<file path="config.mk">
export PLATFORM = sky130hd
export DESIGN_NAME = bus_grant_arbiter
export DESIGN_NICKNAME = d
export VERILOG_FILES = /design/src/rtl/bus_arb_pkg.sv /design/src/rtl/bus_grant_arbiter_rr_picker.sv /design/src/rtl/bus_grant_arbiter.sv
export SDC_FILE = /design/constraint.sdc
export NUM_CORES = 1
export LEC_CHECK = 0
export ABC_AREA = 1
export CAP_MARGIN = 20
export CELL_PAD_IN_SITES_DETAIL_PLACEMENT = 0
export CELL_PAD_IN_SITES_GLOBAL_PLACEMENT = 1
export CORE_ASPECT_RATIO = 0.7
export CORE_UTILIZATION = 43
export CTS_BUF_LIST = sky130_fd_sc_hd__clkbuf_8
export CTS_CLUSTER_SIZE = 28
export DETAILED_ROUTE_END_ITERATION = 16
export GPL_TIMING_DRIVEN = 0
export PLACE_DENSITY = 0.91
export SLEW_MARGIN = 20
export SYNTH_ARGS = -nofsm -noshare
export SYNTH_HDL_FRONTEND = slang
export SYNTH_SLANG_ARGS = --single-unit
export TNS_END_PERCENT = 20
</file>
<file path="constraint.sdc">
create_clock -name clk -period 1.9 [get_ports clk]
set_input_delay 0.285 -clock clk [delete_from_list [all_inputs] [get_ports clk]]
set_output_delay 0.285 -clock clk [all_outputs]
set_load 0.01 [all_outputs]
</file>
<file path="src/rtl/bus_arb_pkg.sv">
// Shared types and limits for the bus grant arbiter slice.
package bus_arb_pkg;

  typedef enum logic [1:0] {
    IDLE,
    GRANT,
    GAP
  } state_t;

  localparam int unsigned MAX_REQ        = 16;
  localparam int unsigned MAX_TURNAROUND = 15;

endpackage

</file>
<file path="src/rtl/bus_grant_arbiter_rr_picker.sv">
// Round-robin winner search: first set request at or after ptr, wrapping.
module rr_picker #(
  parameter int unsigned NUM_REQ = 4
) (
  input  logic [NUM_REQ-1:0]         req,
  input  logic [$clog2(NUM_REQ)-1:0] ptr,
  output logic                       found,
  output logic [$clog2(NUM_REQ)-1:0] idx
);

  localparam int unsigned PW = $clog2(NUM_REQ);

  logic [2*NUM_REQ-1:0] w_dbl;
  logic [NUM_REQ-1:0]   w_rot;
  int unsigned          w_pos;
  int unsigned          w_sum;

  // Doubling req lets a plain right shift act as a rotate.
  assign w_dbl = {req, req} >> ptr;
  assign w_rot = w_dbl[NUM_REQ-1:0];

  always_comb begin
    w_pos = 0;
    for (int unsigned i = 0; i < NUM_REQ; i++) begin
      if (w_rot[NUM_REQ-1-i]) w_pos = NUM_REQ - 1 - i;
    end
    w_sum = w_pos + 32'(ptr);
    if (w_sum >= NUM_REQ) w_sum = w_sum - NUM_REQ;
    found = |w_rot;
    idx   = PW'(w_sum);
  end

endmodule

</file>
<file path="src/rtl/bus_grant_arbiter.sv">
// Round-robin bus grant arbiter with max-hold revoke and dead-bus turnaround gap.
module bus_grant_arbiter
  import bus_arb_pkg::*;
#(
  parameter int unsigned NUM_REQ    = 4,
  parameter int unsigned MAX_HOLD   = 16,
  parameter int unsigned TURNAROUND = 1
) (
  input  logic                       clk,
  input  logic                       reset,
  input  logic [NUM_REQ-1:0]         req,
  output logic [NUM_REQ-1:0]         enable,
  output logic [$clog2(NUM_REQ)-1:0] grant_id,
  output logic                       busy,
  output logic                       timeout
);

  localparam int unsigned PW = $clog2(NUM_REQ);
  localparam int unsigned HW = $clog2(MAX_HOLD + 1);
  localparam logic [HW-1:0] HOLD_LIM = HW'(MAX_HOLD);
  localparam logic [3:0]    GAP_LIM  = 4'(TURNAROUND);
  localparam logic [PW-1:0] LAST_IDX = PW'(NUM_REQ - 1);

  if (NUM_REQ < 2 || NUM_REQ > MAX_REQ) begin : g_bad_num_req
    $error("bus_grant_arbiter: NUM_REQ must be 2..16");
  end
  if (MAX_HOLD < 1 || MAX_HOLD > 255) begin : g_bad_max_hold
    $error("bus_grant_arbiter: MAX_HOLD must be 1..255");
  end
  if (TURNAROUND < 1 || TURNAROUND > MAX_TURNAROUND) begin : g_bad_turnaround
    $error("bus_grant_arbiter: TURNAROUND must be 1..15");
  end

  state_t               r_state, w_state_n;
  logic [PW-1:0]        r_ptr, w_ptr_n;
  logic [HW-1:0]        r_hold, w_hold_n;
  logic [3:0]           r_gap, w_gap_n;
  logic [NUM_REQ-1:0]   r_enable, w_enable_n;
  logic [PW-1:0]        r_grant_id, w_grant_id_n;
  logic                 r_timeout, w_timeout_n;
  logic                 w_found;
  logic [PW-1:0]        w_idx;
  logic                 w_at_max;

  rr_picker #(.NUM_REQ(NUM_REQ)) u_picker (
    .req   (req),
    .ptr   (r_ptr),
    .found (w_found),
    .idx   (w_idx)
  );

  assign w_at_max = (r_hold == HOLD_LIM);

  always_comb begin
    w_state_n    = r_state;
    w_ptr_n      = r_ptr;
    w_hold_n     = r_hold;
    w_gap_n      = r_gap;
    w_enable_n   = r_enable;
    w_grant_id_n = r_grant_id;
    w_timeout_n  = 1'b0;
    unique case (r_state)
      IDLE: begin
        if (w_found) begin
          w_state_n    = GRANT;
          w_enable_n   = NUM_REQ'(1) << w_idx;
          w_grant_id_n = w_idx;
          w_hold_n     = HW'(1);
        end
      end
      GRANT: begin
        // Hitting MAX_HOLD wins over a same-cycle release so timeout still fires.
        if (w_at_max || !req[r_grant_id]) begin
          w_state_n   = GAP;
          w_enable_n  = '0;
          w_ptr_n     = (r_grant_id == LAST_IDX) ? '0 : r_grant_id + PW'(1);
          w_gap_n     = 4'd1;
          w_timeout_n = w_at_max;
        end else begin
          w_hold_n = r_hold + HW'(1);
        end
      end
      GAP: begin
        if (r_gap < GAP_LIM) begin
          w_gap_n = r_gap + 4'd1;
        end else if (w_found) begin
          w_state_n    = GRANT;
          w_enable_n   = NUM_REQ'(1) << w_idx;
          w_grant_id_n = w_idx;
          w_hold_n     = HW'(1);
        end else begin
          w_state_n = IDLE;
        end
      end
      default: w_state_n = IDLE;
    endcase
  end

  always_ff @(posedge clk or posedge reset) begin
    if (reset) begin
      r_state    <= IDLE;
      r_ptr      <= '0;
      r_hold     <= '0;
      r_gap      <= '0;
      r_enable   <= '0;
      r_grant_id <= '0;
      r_timeout  <= 1'b0;
    end else begin
      r_state    <= w_state_n;
      r_ptr      <= w_ptr_n;
      r_hold     <= w_hold_n;
      r_gap      <= w_gap_n;
      r_enable   <= w_enable_n;
      r_grant_id <= w_grant_id_n;
      r_timeout  <= w_timeout_n;
    end
  end

  assign enable   = r_enable;
  assign grant_id = r_grant_id;
  assign busy     = |r_enable;
  assign timeout  = r_timeout;

endmodule

</file>
==> impl_results.md <==
- Setup crit end: enable[2]$_DFFE_PP0P_
- Fmax: between 0.5 and 0.6 GHz
- CORE AREA: around 2800 um^2
- H-Tree Depth: 1
- Hold/Removal Path Class: in -> async
- Router iterations before antenna repair: 4
- Worst-Skew Late Latency: 0.26 ns
- Vias per inst: between 4 and 5
- Starting Density: roughly 46%
- #FFs+latches synth: 20
- Critical Path RT: 2.06 ns
- Distinct cells, synth: 26
- P_sw: approximately 0.0013 W
- Largest area contributor in the synthesized netlist: dfrtp_1
- Reg2Reg Depth: 11
- DP HPWL: between 1500 and 2000 um
- Clk sinks: 20
- Switching share of power: between 40% and 50%
- WL per Instance: 11.9 um
- Place WS: -0.284 ns
- CTS clk-pin slew, worst paths: ~0.070 ns
- I/O Pins: 14
- CP max-delay cell: dfrtp_2
- CTS tree: done
- Crit path capture type: register
- Min cycle time layout: 1.80 ns
- Endpoints failing setup: 0
- Die Footprint: around 3200 um^2
- Largest net degree at the start of global routing: 21
- Most used cell, CP: nand2_1
- Die X: roughly 67 um
- Critical-path cell list: nand2_1, nand3_2, nand2_2, nand3_1, a21boi_2, ha_2, xor2_2, nand3b_1, nand2_2, nand2_1, nand2_1
- Internal power: about 0.0014 W
- Reg2reg end: enable[2]$_DFFE_PP0P_
- Setup TNS: 0 ns
- Synth area leaders: dfrtp_1, nand2_1, nand3_1
- Critical path depth: 11
- Drt total wl: ~2500 um
- Initial antenna violation count: 0
- Setup CP Type: reg -> reg
- GP Congestion: 0.832
- Clk buf depth: 2
- Post-synthesis average cell area: 8.40 um^2
- Final Hold Viols: 0
- Layout area overhead: 22.2%
- Outcome: completed
- CP startpoint: r_ptr[0]$_DFFE_PP0P_
- Final Net Count: between 150 and 200
- Yosys warns: 0
- Clock power frac: about an eighth
- Worst R2R Start: r_ptr[0]$_DFFE_PP0P_
- RSZ-0062 raised after global routing: yes
- Cell Pwr Density: 1740 nW/um^2
- Initial DRC count: 52
- Worst Slack Setup Final: 0.100 ns
- Worst setup SP type: register
- Share of cells above drive strength 1: roughly 29%
- Port Buf Inserts: 13
- Post-synthesis xor/xnor area fraction: between 2 and 3%
- GR Util All Layers: around 17%
- LEAKAGE: 0.805 nW
- Gate power share: between 60% and 70%
- Final antenna-violating net count: 0
- First-pass GRT wire length: 3990 um
- Row count: 16
- CP arrival: around 2.0 ns
- Root Buffer: clkbuf_8
- Combinational family with the most area after synthesis: simple AND/OR/NAND/NOR gates
- Synth Area in Adders: 5.88%
- Critical path's largest stage delay: 0.45 ns
- Max-cap violations: 0
- Fin. max-slew vios: 0
- Seq/Total Area, Yosys: approximately two fifths
- Area after DPL: 1450 um^2
- # DRC: 0
- CTS Buf Count: 3
- Maximum VDD drop: about 0.95 mV
- Simple logic cell fraction of the synthesized area: 34.9%
- Post-cts hold buffer count: 0
- Final Skew: 0.00109 ns
- Compound-cell area share of the yosys netlist: approximately 10%
- Via count: ~1.0k
- Residual overflow from global routing: 0
- Worst slew margin: 47.8%
- Syn Nets: roughly 160
- Chip height: ~48 um
- Fin crit share: a little over nine tenths
- Least-Margin Pin Slew: approximately 0.8 ns
- CP Max Fanout: 6
- WP buf/inv: 0
- Sequential group share of total power: a little over a quarter
- Cell Area, Synth: roughly 1300 um^2
- R2r setup slk: between 0.1 and 0.15 ns
- Ant diodes: 0
- Fin area: ~1600 um^2
- Cells after synthesis: between 150 and 200
- Post-synthesis mux area share: 0%
- Post-synth top area share: about two fifths
- Number of global-route vias before repair: 890
- Crit-path leading delay family: simple AND/OR/NAND/NOR gates
-- through the flow --
step,std cells,power [W],hold slack (ns),util [%]
finish,208,0.00271,0.463,55.6
global route,208,0.00296,0.537,55.6
CTS,205,0.00264,0.486,53.8
detailed placement,201,0.00230,0.494,51.8
global placement,201,0.00225,0.494,51.8
floorplan,152,0.00193,0.249,-
-- final cells by class --
class / count / area, um^2
flip-flops and latches: 20 / 503
repair buffers: 16 / 161
fillers: 266 / 1240
multi-input cells: 108 / 702
well taps: 36 / 45.0
inverters: 24 / 92.6
clock buffers: 4 / 55.1
-- repair_timing --
item / in CTS / in global routing
hold endpoints to repair: 0 / 0
endpoints found under the setup margin: 6 / 5
buffers inserted: 0 / 3
gates resized for setup: 3 / 9
pin swaps: 0 / 7
-- metal layers --
metal  track usage, %  wire length, um  up-vias
li1                 -                -      524
met5                0                0        -
met2             27.6             1040       31
met3             5.24              128        9
met1             22.8             1240      469
met4             6.81               57        0
-- worst min-delay path by stage --
stage / slack [ns] / to / start
5_1_grt: 0.54 / r_gap[3]$_DFFE_PP0P_ / r_gap[3]$_DFFE_PP0P_
3_3_place_gp: 0.49 / r_gap[3]$_DFFE_PP0P_ / r_gap[3]$_DFFE_PP0P_
6_report: 0.46 / r_hold[3]$_DFFE_PP0P_ / reset
3_5_place_dp: 0.49 / r_gap[2]$_DFFE_PP0P_ / r_gap[2]$_DFFE_PP0P_
4_1_cts: 0.49 / r_hold[1]$_DFFE_PP0P_ / reset
2_1_floorplan: 0.25 / enable[0]$_DFFE_PP0P_ / reset
-- flip-flops by register name, summed over array words and instances (netlist names) --
signal and flops:
r_ptr 2, enable 4, r_hold 5, grant_id 2, r_state 2, r_gap 4
timeout 1
-- power by group through the flow --
stage	logic [W]	registers (W)	clock network [W]
after floorplan	0.00120	0.000732	0
after global placement	0.00151	0.000740	0
after detailed placement	0.00155	0.000751	0
after CTS	0.00156	0.000745	0.000341
after global routing	0.00184	0.000762	0.000362
final	0.00164	0.000738	0.000329
-- Yosys cell counts (all sizes together) --
master	count
nand2	43
a21oi	2
or4	1
xnor2	1
dfrtp	20
nand3b	2
xor2	3
ha	6
nor2	10
nand3	21
o31ai	1
nand4	1
o21ai	13
a21boi	1
inv	24
or2	3
-- logic make-up after synthesis --
group                      count (synthesis)
AOI/OAI and AO/OA                         17
DFF                                       20
buffers and inverters                     24
and+or+nand+nor                           81
adders and majority gates                  6
xor gates and xnor gates                   4
-- cell usage in the layout (no fill, tap or decap), drive strengths merged --
cell	synthesis	final
nand2	43	43
inv	24	24
nand3	21	21
dfrtp	20	20
o21ai	13	13
nor2	10	10
clkdlybuf4s50	0	8
ha	6	6
clkbuf	0	4
dlymetal6s2s	0	4
or2	3	3
buf	0	3
xor2	3	3
nand3b	2	2
a21oi	2	2
o31ai	1	1
nand4	1	1
xnor2	1	1
a21boi	1	1
or4	1	1
dlygate4sd2	0	1
No activity file was read; power rests on OpenSTA's default activity.
